`src/rtl/hand_dealer.sv`:
```
// Card generator plus one Baccarat hand of NUM_SLOTS cards with a registered score.
// Optional HAND_DEALER_STEP_EN adds deck_step so the generator advances only when stepped.
module hand_dealer #(
    parameter int unsigned NUM_SLOTS = 3,
    parameter int unsigned CARD_MAX  = 13
) (
    input  logic                     clock,
    input  logic                     reset,
    input  logic                     new_hand,
    input  logic                     deal,
`ifdef HAND_DEALER_STEP_EN
    input  logic                     deck_step,
`endif
    output logic [4*NUM_SLOTS-1:0]   cards,
    output logic [3:0]               next_card,
    output logic [1:0]               num_cards,
    output logic                     full,
    output logic [3:0]               score,
    output logic                     score_valid,
    output logic                     overflow
);

    logic [3:0] slot_q [NUM_SLOTS];
    logic [3:0] slot_d [NUM_SLOTS];
    logic [3:0] next_card_q, next_card_d;
    logic [1:0] num_cards_q, num_cards_d;
    logic [3:0] score_q, score_d;
    logic       score_valid_q, score_valid_d;
    logic       overflow_q, overflow_d;
    logic       advance;
    logic       full_w;
    logic [4:0] sum;

    always_comb begin
`ifdef HAND_DEALER_STEP_EN
        advance = deck_step;
`else
        advance = 1'b1;
`endif
        next_card_d = next_card_q;
        if (advance) begin
            if (next_card_q >= 4'(CARD_MAX)) begin
                next_card_d = 4'd1;
            end else begin
                next_card_d = next_card_q + 4'd1;
            end
        end

        full_w = (num_cards_q == 2'(NUM_SLOTS));

        // Face cards and empty slots contribute nothing; sum is at most 27.
        sum = '0;
        for (int unsigned i = 0; i < NUM_SLOTS; i++) begin
            if (slot_q[i] <= 4'd9) begin
                sum = sum + 5'(slot_q[i]);
            end
        end
        if (sum >= 5'd20) begin
            score_d = 4'(sum - 5'd20);
        end else if (sum >= 5'd10) begin
            score_d = 4'(sum - 5'd10);
        end else begin
            score_d = 4'(sum);
        end

        slot_d        = slot_q;
        num_cards_d   = num_cards_q;
        overflow_d    = overflow_q;
        score_valid_d = 1'b1;

        if (new_hand) begin
            for (int unsigned i = 0; i < NUM_SLOTS; i++) begin
                slot_d[i] = '0;
            end
            num_cards_d   = '0;
            overflow_d    = 1'b0;
            score_d       = '0;
            score_valid_d = 1'b1;
        end else if (deal) begin
            if (full_w) begin
                overflow_d = 1'b1;
            end else begin
                for (int unsigned i = 0; i < NUM_SLOTS; i++) begin
                    if (num_cards_q == 2'(i)) begin
                        slot_d[i] = next_card_q;
                    end
                end
                num_cards_d   = num_cards_q + 2'd1;
                score_valid_d = 1'b0;
            end
        end
    end

    always_ff @(posedge clock or posedge reset) begin
        if (reset) begin
            for (int unsigned i = 0; i < NUM_SLOTS; i++) begin
                slot_q[i] <= '0;
            end
            next_card_q   <= 4'd1;
            num_cards_q   <= '0;
            score_q       <= '0;
            score_valid_q <= 1'b1;
            overflow_q    <= 1'b0;
        end else begin
            slot_q        <= slot_d;
            next_card_q   <= next_card_d;
            num_cards_q   <= num_cards_d;
            score_q       <= score_d;
            score_valid_q <= score_valid_d;
            overflow_q    <= overflow_d;
        end
    end

    always_comb begin
        cards = '0;
        for (int unsigned i = 0; i < NUM_SLOTS; i++) begin
            cards[4*i +: 4] = slot_q[i];
        end
    end

    assign next_card   = next_card_q;
    assign num_cards   = num_cards_q;
    assign full        = full_w;
    assign score       = score_q;
    assign score_valid = score_valid_q;
    assign overflow    = overflow_q;

endmodule

```
`config.mk`:
```
export PLATFORM = sky130hd
export DESIGN_NAME = hand_dealer
export DESIGN_NICKNAME = d
export VERILOG_FILES = /design/src/rtl/hand_dealer.sv
export SDC_FILE = /design/constraint.sdc
export NUM_CORES = 1
export LEC_CHECK = 0
export ABC_AREA = 1
export CAP_MARGIN = 0
export CORE_ASPECT_RATIO = 1.25
export CORE_UTILIZATION = 47
export DETAILED_ROUTE_END_ITERATION = 10
export PLACE_DENSITY = 0.83
export SKIP_CTS_REPAIR_TIMING = 1
export SLEW_MARGIN = 20
export SYNTH_ARGS = -nofsm -noshare
export SYNTH_HDL_FRONTEND = slang
export SYNTH_SLANG_ARGS = --single-unit
```
`constraint.sdc`:
```
create_clock -name clock -period 3.2 [get_ports clock]
set_input_delay 0.64 -clock clock [delete_from_list [all_inputs] [get_ports clock]]
set_output_delay 0.64 -clock clock [all_outputs]
set_load 0.01 [all_outputs]
```
## Yosys cells after proc, flatten, opt, wreduce, memory -nomap -nowiden

Cells that the tools add are included.

| operators by class | value |
|---|---|
| $add $sub $neg | 6 |
| multiply operators | 0 |
| divide/modulo/power cells | 0 |
| $lt $le $gt $ge | 6 |
| equality and inequality tests | 4 |
| shift-type cells | 0 |
| mux-type cells | 22 |
| bitwise gates (word level) | 0 |
| reductions and logical operators | 11 |

Operator list:

| kind | number |
|---|---|
| 12-bit two-way mux | 3 |
| 4-bit two-way mux | 8 |
| 4-bit less-or-equal comparator (second input constant) | 3 |
| 5-bit by 4-bit adder with 5-bit output | 2 |
| 5-bit two-way mux | 2 |
| 2-bit nonzero test | 5 |
| 3-bit AND reduction | 3 |
| 1-bit two-way mux | 6 |
| 2-bit two-way mux | 3 |
| 5-bit by 4-bit greater-or-equal comparator with 1-bit output (second input constant) | 1 |
| 5-bit greater-or-equal comparator (second input constant) | 1 |
| 4-bit by 1-bit adder with 4-bit output (second input constant) | 1 |
| 2-bit equality test (second input constant) | 2 |
| 4-bit greater-or-equal comparator (second input constant) | 1 |
| 2-bit AND reduction | 2 |
| 4-bit by 3-bit subtractor with 4-bit output (second input constant) | 1 |
| 4-bit subtractor (second input constant) | 1 |
| 2-bit by 1-bit adder with 2-bit output (second input constant) | 1 |
| 2-bit by 1-bit equality test with 1-bit output (second input constant) | 1 |
| 2-bit logical NOT | 1 |
| 2-bit inequality test (second input constant) | 1 |

| storage, ports and cells | value |
|---|---|
| register bits after elaboration | 24 |
| bits in latches | 0 |
| RAM bits | 0 |
| bits in read-only memories | 0 |
| input bits | 4 |
| output and inout bits | 25 |
| logic and storage cells | 57 |
| memories kept | 0 |

## Logic depth before layout (Yosys ltp)

Gate-level depths: netlist (run 1).

| depth | value |
|---|---|
| depth in word-level cells | 10 |
| mapped depth | 23 |
| depth with buffers taken out | 23 |

## Worst setup path before layout (run 1)

No wires, ideal clock.

| path | value |
|---|---|
| path kind | reg-to-reg |
| from | register slot_q (netlist bit cards[1]) |
| to | register score_q[1], in the netlist score[1] |
| library setup time | 0.119 ns |
| arrival time | 3.042 ns |
| required time | 3.081 ns |
| slack | 0.039 ns |
| cell stages (with the launch flop) | 20 |
| path buffers | 0 |
| period minus slack after synthesis | 3.161 ns |
| cells stage by stage | dfrtp_1 > o21ai_1 > nand2_1 > inv_1 > ha_1 > inv_1 > fa_1 > nand2_1 > o21a_1 > fa_1 > xor2_1 > o21ai_2 > inv_1 > ha_1 > nand3_2 > nand3_2 > nand2_2 > nand3_1 > nand2_1 > nor2_1 |

| on the way | value |
|---|---|
| cells in the longest elaborated chain, start to end | 10 |
| elaborated cells between the ends (all ways) | 13 |
| those cells by class | 4 x add/sub; 3 x order compare; 6 x mux |

RTL lines:

| item | line | source |
|---|---|---|
| start: declaration | 23 | `logic [3:0] slot_q [NUM_SLOTS];` |
| start signal: assignment | 105 | `slot_q <= slot_d;` |
| 4-bit less-or-equal comparator | 54 | `if (slot_q[i] <= 4'd9) begin` |
| 4-bit two-way mux (*) | 54 |  |
| 5-bit by 4-bit adder with 5-bit output | 55 | `sum = sum + 5'(slot_q[i]);` |
| 5-bit two-way mux (*) | 54 |  |
| 5-bit by 4-bit adder with 5-bit output | 55 |  |
| 5-bit two-way mux (*) | 54 |  |
| 4-bit subtractor / 5-bit by 4-bit greater-or-equal comparator with 1-bit output (equally long branches) | 61, 60 |  |
| 4-bit two-way mux | 60 | `end else if (sum >= 5'd10) begin` |
| 4-bit two-way mux (*) | 58 | `if (sum >= 5'd20) begin` |
| 4-bit two-way mux (*) | 71 | `if (new_hand) begin` |
| via score_d[1] | 27 | `logic [3:0] score_q, score_d;` |
| end signal: assignment | 108 | `score_q <= score_d;` |
| end: declaration | 27 |  |

Mark *: on every way through the listed nets, which the timed path passes. The rest lies on a longest branch.
A chain may end at the register's enable or synchronous reset.

## Worst setup path after layout (run 1)

| path | value |
|---|---|
| from | register slot_q (netlist bit cards[2]) |
| to | register score_q[3], in the netlist score[3] |

Same word-level chain as after synthesis.

==> results of run 1 <==
## per-stage QoR
stage / std cells / util / setup WS, ns
after floorplan: 202 / - / 0.0387
after global placement: 275 / 0.625 / -0.0239
after detailed placement: 275 / 0.625 / -0.132
after CTS: 279 / 0.641 / -0.154
after global routing: 283 / 0.680 / -0.317
final: 283 / 0.680 / -0.147
## final cells by class
class,count,share of cell area
multi-input cells,144,0.459
flip-flops and latches,24,0.270
repair buffers,41,0.169
inverters,33,0.0555
clock buffers,4,0.0247
well taps,37,0.0208
## sequential cells by signal, summed over array words and instances (netlist names)
signal	cells
next_card	4
cards	12
score	4
num_cards	2
score_valid	1
overflow	1
## cell usage after synthesis (all sizes together)
cell type	instances
nand2	49
inv	32
o21ai	24
dfrtp	22
nand3	21
ha	20
nor2	10
a21oi	9
xnor2	3
xor2	3
dfstp	2
fa	2
buf	1
clkinv	1
nand3b	1
nand4	1
o21a	1
## metal layers
| metal | GRT usage | wire length [um] | vias to the layer above |
|---|---|---|---|
| met5 | 0 | 0 | - |
| met1 | 0.255 | 1520 | 690 |
| li1 | - | - | 737 |
| met4 | 0.119 | 83 | 0 |
| met2 | 0.364 | 2090 | 37 |
| met3 | 0.0156 | 104 | 10 |
## logic make-up (layout without fill, tap and decap cells)
kind of cell | after synthesis | after routing | synth area share
AOI/OAI and AO/OA | 34 | 34 | 0.127
and+or+nand+nor | 82 | 82 | 0.222
xor gates and xnor gates | 6 | 6 | 0.0362
DFF | 24 | 24 | 0.363
buffers and inverters | 34 | 78 | 0.0776
adders and majority gates | 22 | 22 | 0.175
## where the power goes
group / internal (uW) / switching, uW
sequential: 344 / 33.6
combinational: 316 / 386
clock: 110 / 89.4
total: 770 / 509
## placed cells by master, fill, tap and decap left out, types with 2 or more instances in the layout
master | Yosys | final
nand3_2 | 4 | 6
dfrtp_1 | 22 | 22
nand3_1 | 17 | 13
clkdlybuf4s50_1 | 0 | 28
o21ai_0 | 16 | 16
nand3_4 | 0 | 2
nand2_2 | 3 | 4
fa_2 | 0 | 2
o21ai_2 | 1 | 3
nand2_1 | 46 | 44
buf_4 | 0 | 13
inv_1 | 28 | 26
clkbuf_8 | 0 | 4
ha_1 | 20 | 16
a21oi_1 | 8 | 7
inv_2 | 4 | 6
xor2_1 | 3 | 2
ha_2 | 0 | 3
nor2_1 | 10 | 9
dfstp_2 | 2 | 2
o21ai_1 | 5 | 3
xnor2_1 | 2 | 2
o21ai_4 | 2 | 2
## worst max-delay path, stage by stage (launching register included)
cell	delay, ns
dfrtp_1	0.40
o21ai_2	0.17
nand2_1	0.09
inv_1	0.07
ha_2	0.18
inv_2	0.04
fa_2	0.52
nand2_2	0.06
o21a_1	0.14
fa_2	0.37
xor2_2	0.16
o21ai_2	0.24
inv_1	0.09
ha_2	0.19
nand3_2	0.07
nand3_2	0.09
nand2_4	0.11
nand3_1	0.07
a21oi_1	0.19
## how the worst max path moves through the flow
stage / start / endpoint / slack [ns] / cells after the start
floorplan: cards[1] / score[1] / 0.04 / 19
global placement: cards[1] / score[1] / -0.02 / 22
detailed placement: cards[1] / score[2] / -0.13 / 23
CTS: cards[1] / score[1] / -0.15 / 22
global route: cards[2] / score[3] / -0.32 / 18
finish: cards[2] / score[3] / -0.15 / 18
==> flow_summary.json, run 1 <==
{
  "rrSetupSlack_ns": -0.15,
  "hold_path.class": "register to register",
  "dpl_cell_area_um2": 2050,
  "syn_area_um2": 1660,
  "fmax_mhz": 299,
  "grt_setup_unrepaired": "true",
  "status": "finished with violations",
  "reg2reg_from": "cards[2]",
  "track_usage": 0.213,
  "crit_arrival_ns": 3.52,
  "hold_path_end": "overflow",
  "dieArea_um2": 3780,
  "start_util": 0.506,
  "via_per_inst": 5.21,
  "io_pins": 29,
  "drt-total-wl_mm": 3.80,
  "setup_viol": 3,
  "synth_top_area_cell": "dfrtp_1",
  "hp-start": "overflow",
  "cts_root_buf": "clkbuf_8",
  "nets": 273,
  "avgSynthCellArea_um2": 8.22,
  "die_x_um": 55.2,
  "drt-initial-drc-count": 36,
  "die_h_um": 68.5,
  "dr.pass1.iters": 5,
  "cts_tree": "done",
  "hpwl_mm": 2.78,
  "cts-buffers-inserted": 3,
  "worst_slack_ns": -0.147,
  "end_kind": "register",
  "maxCapViolCount": 0,
  "period_needed_ns": 3.35,
  "fin_area_um2": 2230,
  "finalCritPeriodShare": 1.05,
  "insertedDiodeCount": 0,
  "seq_area_um2": 603,
  "critical_path.reg2reg.endpoint": "score[3]",
  "grt_max_degree": 25,
  "num_vias": 1474,
  "required_ns": 3.37,
  "power_density_nw_per_um2": 573,
  "slew_headroom": 0.424,
  "ys_seq_area_frac": 0.363,
  "cp_max_fo": 4,
  "tightestPinTransition_ns": 0.863,
  "synth_area_leaders": "dfrtp_1 (33%), ha_1 (15%), nand2_1 (10%)",
  "fin_total_pwr_uw": 1280,
  "port-buffer-count": 28,
  "clockBufferDepth": 2,
  "cts_sinks": 24,
  "wl_per_cell_um": 13.4,
  "fill_cells": 255,
  "overflow": 0,
  "clk-insertion-delay-late_ns": 0.26,
  "holdPathStages": 2,
  "htreeDepth": 1,
  "drc": 0,
  "grt_pass1_wl_mm": 5.81,
  "reg2reg_depth": 18,
  "synth_top_area_share": 0.332,
  "violations": "setup timing",
  "syn_nets": 228,
  "yosysWarnings": 0,
  "skew_ns": 0.00147,
  "synth_cell_types": 25,
  "multiInputGateArea_um2": 1020,
  "rows": 23,
  "slew_viol_final": 0,
  "drive_above_1_share": 0.220,
  "hold_viol": 0,
  "synth-seq-cells": 24,
  "synthCells": 202,
  "layout-area-overhead-vs-synth_pct": 34.4,
  "drtAntennaViolNets": 0,
  "start_kind": "register",
  "clk_pin_slew_ns": 0.08,
  "holdWs_ns": 0.503,
  "antenna_found_initial": 0,
  "finalSetupTns_ns": -0.339,
  "worstSetupPathType": "register to register",
  "core_um2": 3280,
  "ir_worst_vdd_uv": 370,
  "grt_pass1_vias": 1397,
  "p_leak_uw": 0.00111,
  "gp_congestion": 0.786
}
No activity file was read; power rests on OpenSTA's default activity.
==> run 2, diff against run 1 <==
Settings changed: GPL_ROUTABILITY_DRIVEN from default to 0.
==> results of run 2 <==
Same layout as run 1: the final DEF is identical, and so are final timing and power.
